## config.mk

```make
export PLATFORM = sky130hd
export DESIGN_NAME = ov7670_config_sequencer_flat
export DESIGN_NICKNAME = d
export VERILOG_FILES = /design/src/rtl/ov7670_config_sequencer_if.sv /design/src/rtl/ov7670_config_sequencer.sv /design/src/flat_wrapper.sv
export SDC_FILE = /design/constraint.sdc
export NUM_CORES = 1
export LEC_CHECK = 0
export ABC_AREA = 1
export BUFFER_PORTS_ARGS = -buffer_cell sky130_fd_sc_hd__buf_2
export CORE_MARGIN = 1
export CORE_UTILIZATION = 25
export CTS_CLUSTER_SIZE = 10
export DETAILED_ROUTE_END_ITERATION = 16
export HOLD_SLACK_MARGIN = 0.03
export PLACE_DENSITY = 0.39
export SLEW_MARGIN = 20
export SYNTH_ARGS = -nofsm -noshare
export SYNTH_HDL_FRONTEND = slang
export SYNTH_SLANG_ARGS = --single-unit
```

## constraint.sdc

```tcl
create_clock -name clk -period 2.1 [get_ports clk]
set_input_delay 0.42 -clock clk [delete_from_list [all_inputs] [get_ports clk]]
set_output_delay 0.42 -clock clk [all_outputs]
set_load 0.02 [all_outputs]
```

## src/rtl/ov7670_config_sequencer_if.sv

```systemverilog
// rtl/ov7670_config_sequencer_if.sv - SCCB register-write command/response handshake
interface ov7670_config_sequencer_if;
    logic       cmd_valid;
    logic       cmd_ready;
    logic [7:0] cmd_reg;
    logic [7:0] cmd_data;
    logic       resp_valid;
    logic       resp_nack;

    modport master (
        output cmd_valid, cmd_reg, cmd_data,
        input  cmd_ready, resp_valid, resp_nack
    );

    modport slave (
        input  cmd_valid, cmd_reg, cmd_data,
        output cmd_ready, resp_valid, resp_nack
    );
endinterface

```

## src/rtl/ov7670_config_sequencer.sv

```systemverilog
// rtl/ov7670_config_sequencer.sv - walks a selectable OV7670 register table into the SCCB write engine
module ov7670_config_sequencer #(
    parameter int ADDR_W       = 8,
    parameter int NUM_MODES    = 2,
    parameter int DELAY_CYCLES = 1000000,
    parameter int MAX_RETRY    = 3
) (
    input  logic                      clk,
    input  logic                      rst,
    input  logic                      start,
    input  logic [1:0]                mode,
    ov7670_config_sequencer_if.master sccb,
    output logic                      busy,
    output logic                      done,
    output logic                      error,
    output logic [ADDR_W-1:0]         fail_idx
);
    localparam int CNT_W = (DELAY_CYCLES > 1) ? $clog2(DELAY_CYCLES) : 1;
    localparam int RTY_W = (MAX_RETRY > 0) ? $clog2(MAX_RETRY + 1) : 1;
    localparam logic [15:0] ENTRY_END   = 16'hFFFF;
    localparam logic [15:0] ENTRY_DELAY = 16'hFFF0;

    typedef enum logic [2:0] {
        S_IDLE, S_FETCH, S_DECODE, S_ISSUE, S_WAIT_RESP, S_DELAY, S_DONE, S_ERROR
    } state_t;

    state_t            state_q, state_d;
    logic [ADDR_W-1:0] idx_q, idx_d;
    logic [RTY_W-1:0]  retry_q, retry_d;
    logic [CNT_W-1:0]  cnt_q, cnt_d;
    logic [1:0]        mode_q, mode_d;
    logic              cmd_valid_q, cmd_valid_d;
    logic [7:0]        cmd_reg_q, cmd_reg_d;
    logic [7:0]        cmd_data_q, cmd_data_d;
    logic [ADDR_W-1:0] fail_idx_q, fail_idx_d;
    logic [15:0]       rom_q;
    logic              advance;

    // Mode 1 (QVGA) differs from mode 0 (VGA) only in scaling/COM14 and the pclk divider.
    function automatic logic [15:0] rom_lookup(input logic [1:0] m, input logic [ADDR_W-1:0] a);
        logic [15:0] e;
        case (int'(a))
            0:       e = 16'h1280;
            1:       e = ENTRY_DELAY;
            2:       e = 16'h1200;
            3:       e = 16'h8C00;
            4:       e = 16'h3A04;
            5:       e = 16'h40D0;
            6:       e = 16'h1100;
            7:       e = 16'h0C00;
            8:       e = 16'h3E00;
            9:       e = 16'h1713;
            10:      e = 16'h1801;
            11:      e = 16'h32B6;
            12:      e = 16'h1902;
            13:      e = 16'h1A7A;
            14:      e = 16'h703A;
            15:      e = 16'h7135;
            16:      e = 16'h7211;
            17:      e = 16'h73F0;
            default: e = ENTRY_END;
        endcase
        if (m == 2'd1) begin
            case (int'(a))
                7:       e = 16'h0C04;
                8:       e = 16'h3E19;
                17:      e = 16'h73F1;
                default: ;
            endcase
        end
        return e;
    endfunction

    always_ff @(posedge clk) begin
        if (rst) begin
            state_q     <= S_IDLE;
            idx_q       <= '0;
            retry_q     <= '0;
            cnt_q       <= '0;
            mode_q      <= '0;
            cmd_valid_q <= 1'b0;
            cmd_reg_q   <= '0;
            cmd_data_q  <= '0;
            fail_idx_q  <= '0;
            rom_q       <= '0;
        end else begin
            state_q     <= state_d;
            idx_q       <= idx_d;
            retry_q     <= retry_d;
            cnt_q       <= cnt_d;
            mode_q      <= mode_d;
            cmd_valid_q <= cmd_valid_d;
            cmd_reg_q   <= cmd_reg_d;
            cmd_data_q  <= cmd_data_d;
            fail_idx_q  <= fail_idx_d;
            rom_q       <= rom_lookup(mode_q, idx_q);
        end
    end

    always_comb begin
        state_d     = state_q;
        idx_d       = idx_q;
        retry_d     = retry_q;
        cnt_d       = cnt_q;
        mode_d      = mode_q;
        cmd_valid_d = cmd_valid_q;
        cmd_reg_d   = cmd_reg_q;
        cmd_data_d  = cmd_data_q;
        fail_idx_d  = fail_idx_q;
        advance     = 1'b0;
        case (state_q)
            S_IDLE, S_DONE, S_ERROR: begin
                if (start) begin
                    mode_d     = mode;
                    idx_d      = '0;
                    retry_d    = '0;
                    fail_idx_d = '0;
                    state_d    = (int'(mode) >= NUM_MODES) ? S_ERROR : S_FETCH;
                end
            end
            S_FETCH:  state_d = S_DECODE;
            S_DECODE: begin
                if (rom_q == ENTRY_END) begin
                    state_d = S_DONE;
                end else if (rom_q == ENTRY_DELAY) begin
                    cnt_d   = CNT_W'(DELAY_CYCLES - 1);
                    state_d = S_DELAY;
                end else begin
                    cmd_reg_d   = rom_q[15:8];
                    cmd_data_d  = rom_q[7:0];
                    cmd_valid_d = 1'b1;
                    state_d     = S_ISSUE;
                end
            end
            S_ISSUE: begin
                if (sccb.cmd_ready) begin
                    cmd_valid_d = 1'b0;
                    state_d     = S_WAIT_RESP;
                end
            end
            S_WAIT_RESP: begin
                if (sccb.resp_valid) begin
                    if (!sccb.resp_nack) begin
                        retry_d = '0;
                        advance = 1'b1;
                    end else if (int'(retry_q) < MAX_RETRY) begin
                        // Payload registers are untouched, so the re-issue repeats the same write.
                        retry_d     = retry_q + 1'b1;
                        cmd_valid_d = 1'b1;
                        state_d     = S_ISSUE;
                    end else begin
                        fail_idx_d = idx_q;
                        state_d    = S_ERROR;
                    end
                end
            end
            S_DELAY: begin
                if (cnt_q == '0) advance = 1'b1;
                else             cnt_d   = cnt_q - 1'b1;
            end
            default: state_d = S_IDLE;
        endcase
        // A full table stops at the last index rather than wrapping back to entry 0.
        if (advance) begin
            if (idx_q == {ADDR_W{1'b1}}) begin
                state_d = S_DONE;
            end else begin
                idx_d   = idx_q + 1'b1;
                state_d = S_FETCH;
            end
        end
    end

    assign sccb.cmd_valid = cmd_valid_q;
    assign sccb.cmd_reg   = cmd_reg_q;
    assign sccb.cmd_data  = cmd_data_q;
    assign busy     = (state_q == S_FETCH) || (state_q == S_DECODE) || (state_q == S_ISSUE) ||
                      (state_q == S_WAIT_RESP) || (state_q == S_DELAY);
    assign done     = (state_q == S_DONE);
    assign error    = (state_q == S_ERROR);
    assign fail_idx = fail_idx_q;
endmodule
```

## src/flat_wrapper.sv

```systemverilog
// flat-port wrapper written by rule: the top's interface ports become plain ports
module ov7670_config_sequencer_flat 
#(
    parameter int ADDR_W       = 8,
    parameter int NUM_MODES    = 2,
    parameter int DELAY_CYCLES = 1000000,
    parameter int MAX_RETRY    = 3
)
  (clk, rst, start, mode, busy, done, error, fail_idx, sccb_cmd_valid, sccb_cmd_reg, sccb_cmd_data, sccb_cmd_ready, sccb_resp_valid, sccb_resp_nack);
  ov7670_config_sequencer_if sccb_i ();
  input  logic clk;
  input  logic rst;
  input  logic start;
  input  logic [1:0] mode;
  output logic busy;
  output logic done;
  output logic error;
  output logic [ADDR_W-1:0] fail_idx;
  output wire logic [$bits(sccb_i.cmd_valid)-1:0] sccb_cmd_valid;
  output wire logic [$bits(sccb_i.cmd_reg)-1:0] sccb_cmd_reg;
  output wire logic [$bits(sccb_i.cmd_data)-1:0] sccb_cmd_data;
  input wire logic [$bits(sccb_i.cmd_ready)-1:0] sccb_cmd_ready;
  input wire logic [$bits(sccb_i.resp_valid)-1:0] sccb_resp_valid;
  input wire logic [$bits(sccb_i.resp_nack)-1:0] sccb_resp_nack;
  assign sccb_cmd_valid = sccb_i.cmd_valid;
  assign sccb_cmd_reg = sccb_i.cmd_reg;
  assign sccb_cmd_data = sccb_i.cmd_data;
  assign sccb_i.cmd_ready = sccb_cmd_ready;
  assign sccb_i.resp_valid = sccb_resp_valid;
  assign sccb_i.resp_nack = sccb_resp_nack;
  ov7670_config_sequencer #(.ADDR_W(ADDR_W), .NUM_MODES(NUM_MODES), .DELAY_CYCLES(DELAY_CYCLES), .MAX_RETRY(MAX_RETRY)) u_core (.clk(clk), .rst(rst), .start(start), .mode(mode), .sccb(sccb_i), .busy(busy), .done(done), .error(error), .fail_idx(fail_idx));
endmodule
```

==> summary.json <==
{
  "status": {
    "status": "complete, no violations"
  },
  "clock_network": {
    "clock_sink_count": 92,
    "tritoncts": "yes",
    "cts_made_buffers": 9,
    "ctsRootBufferMaster": "sky130_fd_sc_hd__clkbuf_16",
    "h_tree_level_count": 3,
    "worst_setup_hold_path_clk_slew_ns": 0.07,
    "clock_path_buffers": 2,
    "holdBufCountCts": 0,
    "clock_latency_ns": 0.35
  },
  "worst_setup_path": {
    "critical_path.reg2reg.startpoint": "u_core.idx_q[1]",
    "worst-r2r-cell-count": 15,
    "cp-end-kind": "register",
    "timing.critical_path.from_type": "register",
    "setup.reg_to_reg.worst_slack_ns": 0.12,
    "critical_path_fanouts_max": 5,
    "cp.arrival_ns": 2.20,
    "crit_type": "reg2reg",
    "worst-endpoint-required_ns": 2.32
  },
  "sta": {
    "worstMarginPinSlew_ns": 0.567,
    "final-setup-viol-count": 0,
    "timing.final.max_slew_violations": 0,
    "tns_ns": 0,
    "timing.final.hold_violations": 0,
    "timing.final.crit_period_ns": 1.98,
    "worst_slew_margin_rel_pct": 62.1,
    "timing.fmax_ghz": 0.505,
    "layout_worst_path_cycle_share_pct": 94.4,
    "final.setup_skew_ns": 0.00527
  },
  "power_and_ir_drop": {
    "vdd.ir_drop.worst_v": 0.000423,
    "power.density_nw_per_um2": 1280,
    "p_leak_nw": 2.81
  },
  "layout": {
    "insertedDiodeCount": 0,
    "layout.filler_cells": 1936,
    "postLayoutCoreUtil_pct": 34.1,
    "finalNetCount": 795,
    "areaGrowthSynthToFinish_pct": 32.3,
    "ratio_of_cells_with_drive_above_1_in_the_final_layout_pct": 26.4,
    "final_design_area_no_fill_um2": 6210
  },
  "place": {
    "placed_area_um2": 5650,
    "globalplace.congestion": 0.906,
    "dp_hpwl_um": 10700,
    "buffer_ports.inserted": 35
  },
  "die": {
    "core-area_um2": 18200,
    "width_of_the_chip_um": 139,
    "die_h_um": 139,
    "floorplan.initialDensity_pct": 25.8,
    "dieArea_um2": 19300,
    "rows": 49,
    "boundaryPins": 36
  },
  "logic_synthesis": {
    "post_synth_main_area_contributors": "sky130_fd_sc_hd__dfxtp_1 (39%), sky130_fd_sc_hd__nand2_1 (13%), sky130_fd_sc_hd__a21oi_1 (6.8%)",
    "synthesis.nets": 683,
    "synthCells": 663,
    "post-synth-top-area-fraction_pct": 39.2,
    "synth.yosys.warnings": 0,
    "netlist.top_cell.by_area": "sky130_fd_sc_hd__dfxtp_1",
    "ys_ff_latch": 92,
    "synth.avg_cell_area_um2": 7.09,
    "portion_of_the_post_synthesis_area_used_by_sequential_elements_pct": 39.2,
    "syn_area_um2": 4700,
    "ys_types": 41
  },
  "flow_run": {
    "max_cap_viol_count": 0
  },
  "routing": {
    "iteration_0_drc_markers": 220,
    "drt_drc_violations_left": 0,
    "routed-wl-met3_um": 247,
    "top_signal_layer_used": "met4",
    "post_drt_via_cell_ratio": 4.62,
    "detailroute.wirelength.met2_um": 6640,
    "wl_per_cell_um": 14.0,
    "ant_nets": 0,
    "detail_route.wirelength_um": 14100,
    "vias": 4666,
    "detail_route.first_pass.iterations": 6,
    "wl_met1_um": 6950
  },
  "worst_hold_path": {
    "worstHoldEndpoint": "u_core.mode_q[0]",
    "worst_hold_path_type": "in2reg",
    "worstHoldPathCells": 3,
    "hold_path.startpoint": "mode[0]"
  },
  "global_routing": {
    "grtUsageTotal_pct": 15.0,
    "first_global_vias": 4625,
    "initial_antenna_violation_count": 0,
    "grt_start_max_net_pins": 30,
    "grt_pass1_wl_um": 23100,
    "gr-total-overflow": 0
  }
}
[metrics by stage]
step | hold slack (ns) | setup WS [ns] | power, mW | instances
after floorplan | 0.425 | 0.00583 | 4.69 | 663
after global placement | 0.440 | -0.00134 | 5.95 | 984
after detailed placement | 0.456 | -0.00799 | 5.94 | 984
after CTS | 0.355 | 0.00388 | 7.80 | 1000
after global routing | 0.412 | -0.0159 | 8.56 | 1009
final | 0.359 | 0.118 | 7.92 | 1009
[what timing repair did]
item,CTS,global route
resized for setup,2,44
hold endpoints to repair,0,0
pin swaps,1,12
endpoints found under the setup margin,2,20
setup buffers,0,9
[how the worst max path moves through the flow]
| stage | cells past startpoint | slack, ns | from | endpoint |
|---|---|---|---|---|
| 3_5_place_dp | 14 | -0.008 | u_core.state_q[0] | register |
| 4_1_cts | 17 | 0.004 | u_core.idx_q[0] | register |
| 5_1_grt | 14 | -0.02 | u_core.state_q[0] | register |
| 2_1_floorplan | 16 | 0.006 | u_core.idx_q[1] | register |
| 3_3_place_gp | 17 | -0.001 | u_core.idx_q[0] | register |
| 6_report | 15 | 0.12 | u_core.idx_q[1] | register |
[critical path: stages, from the launching register on]
cell,delay (ns)
sky130_fd_sc_hd__dfxtp_2,0.36
sky130_fd_sc_hd__ha_4,0.15
sky130_fd_sc_hd__nand2_4,0.06
sky130_fd_sc_hd__inv_4,0.07
sky130_fd_sc_hd__nand2_4,0.05
sky130_fd_sc_hd__nor2_4,0.14
sky130_fd_sc_hd__or2_4,0.14
sky130_fd_sc_hd__nand2_2,0.04
sky130_fd_sc_hd__nand2_2,0.07
sky130_fd_sc_hd__nand3_4,0.11
sky130_fd_sc_hd__buf_6,0.16
sky130_fd_sc_hd__ha_2,0.16
sky130_fd_sc_hd__nand2_2,0.07
sky130_fd_sc_hd__nor2_2,0.04
sky130_fd_sc_hd__nor2_1,0.11
sky130_fd_sc_hd__nand4_1,0.10
[logic make-up after synthesis]
logic type      after synthesis  synth area share, %
fa+ha+maj                    12                 3.20
flops                        92                 39.2
xor+xnor                     12                 2.24
buf+inv                      81                 7.43
simple gates                347                 34.2
compound gates              119                 13.8
[metal layers]
metal,global-route usage (%),up-vias
li1,-,2425
met1,19.4,2179
met2,25.3,43
met3,1.97,19
met4,5.73,0
met5,0,-
[synthesized netlist by cell type]
cell type                     n
sky130_fd_sc_hd__inv_1       47
sky130_fd_sc_hd__xnor2_1      3
sky130_fd_sc_hd__ha_1        12
sky130_fd_sc_hd__nand3_1     56
sky130_fd_sc_hd__nand3_4      2
sky130_fd_sc_hd__nand2_2      4
sky130_fd_sc_hd__nand3_2     12
sky130_fd_sc_hd__o22ai_1      1
sky130_fd_sc_hd__o211ai_2     1
sky130_fd_sc_hd__a31oi_1      4
sky130_fd_sc_hd__nand4_1     11
sky130_fd_sc_hd__o21ai_2      2
sky130_fd_sc_hd__dfxtp_1     92
sky130_fd_sc_hd__nor3_1      15
sky130_fd_sc_hd__nor2_1      65
sky130_fd_sc_hd__nor4_1       5
sky130_fd_sc_hd__clkinv_1     2
sky130_fd_sc_hd__o211ai_1     3
sky130_fd_sc_hd__nand2_1    162
sky130_fd_sc_hd__xor2_1       9
sky130_fd_sc_hd__o21ai_1      4
sky130_fd_sc_hd__or2_2        4
sky130_fd_sc_hd__nor2_4       2
sky130_fd_sc_hd__o21bai_1     2
sky130_fd_sc_hd__o21ai_0     33
sky130_fd_sc_hd__o2111ai_1    1
sky130_fd_sc_hd__nand3b_1     3
sky130_fd_sc_hd__buf_1        1
sky130_fd_sc_hd__or2_1        1
sky130_fd_sc_hd__buf_6        4
sky130_fd_sc_hd__nand2_4      2
sky130_fd_sc_hd__buf_2        6
sky130_fd_sc_hd__and2_1       1
sky130_fd_sc_hd__clkbuf_1    10
sky130_fd_sc_hd__buf_4        2
sky130_fd_sc_hd__inv_2        9
sky130_fd_sc_hd__a21oi_1     64
sky130_fd_sc_hd__a21oi_2      1
sky130_fd_sc_hd__a211oi_1     2
sky130_fd_sc_hd__o311a_1      1
sky130_fd_sc_hd__nor2_2       2
[placed cells by master (no fill, tap or decap), types with 4 or more instances in the layout]
master | synthesis | layout
sky130_fd_sc_hd__nand3_2 | 12 | 12
sky130_fd_sc_hd__nand3_1 | 56 | 53
sky130_fd_sc_hd__dfxtp_1 | 92 | 89
sky130_fd_sc_hd__inv_2 | 9 | 9
sky130_fd_sc_hd__inv_1 | 47 | 44
sky130_fd_sc_hd__o21ai_1 | 4 | 5
sky130_fd_sc_hd__ha_1 | 12 | 8
sky130_fd_sc_hd__o21ai_0 | 33 | 32
sky130_fd_sc_hd__clkbuf_16 | 0 | 9
sky130_fd_sc_hd__nand2_2 | 4 | 6
sky130_fd_sc_hd__nand3_4 | 2 | 5
sky130_fd_sc_hd__a31oi_1 | 4 | 4
sky130_fd_sc_hd__nor3_1 | 15 | 15
sky130_fd_sc_hd__nand2_1 | 162 | 157
sky130_fd_sc_hd__nor2_1 | 65 | 58
sky130_fd_sc_hd__a21oi_1 | 64 | 64
sky130_fd_sc_hd__nor4_1 | 5 | 4
sky130_fd_sc_hd__xor2_1 | 9 | 9
sky130_fd_sc_hd__nand4_1 | 11 | 11
sky130_fd_sc_hd__nand2_4 | 2 | 5
sky130_fd_sc_hd__buf_2 | 6 | 35
sky130_fd_sc_hd__buf_4 | 2 | 84
sky130_fd_sc_hd__nor2_2 | 2 | 6
sky130_fd_sc_hd__nor2_4 | 2 | 5
[layout make-up]
cell class / instances / area, um2 / share of cell area (%)
clock buffer: 10 / 229 / 3.69
clock inverter: 6 / 93.8 / 1.51
inverter: 58 / 225 / 3.62
multi-input combinational: 490 / 2660 / 42.8
sequential: 92 / 1850 / 29.7
tap: 229 / 287 / 4.61
timing repair buffer: 124 / 875 / 14.1
[power breakdown]
part | internal (mW) | leakage (nW) | switching (mW) | total (mW)
registers | 2.06 | 0.748 | 0.188 | 2.25
clock network | 1.06 | 0.154 | 0.737 | 1.79
logic | 1.53 | 1.91 | 2.35 | 3.88
total | 4.65 | 2.81 | 3.27 | 7.92
No activity file was read; power rests on OpenSTA's default activity.
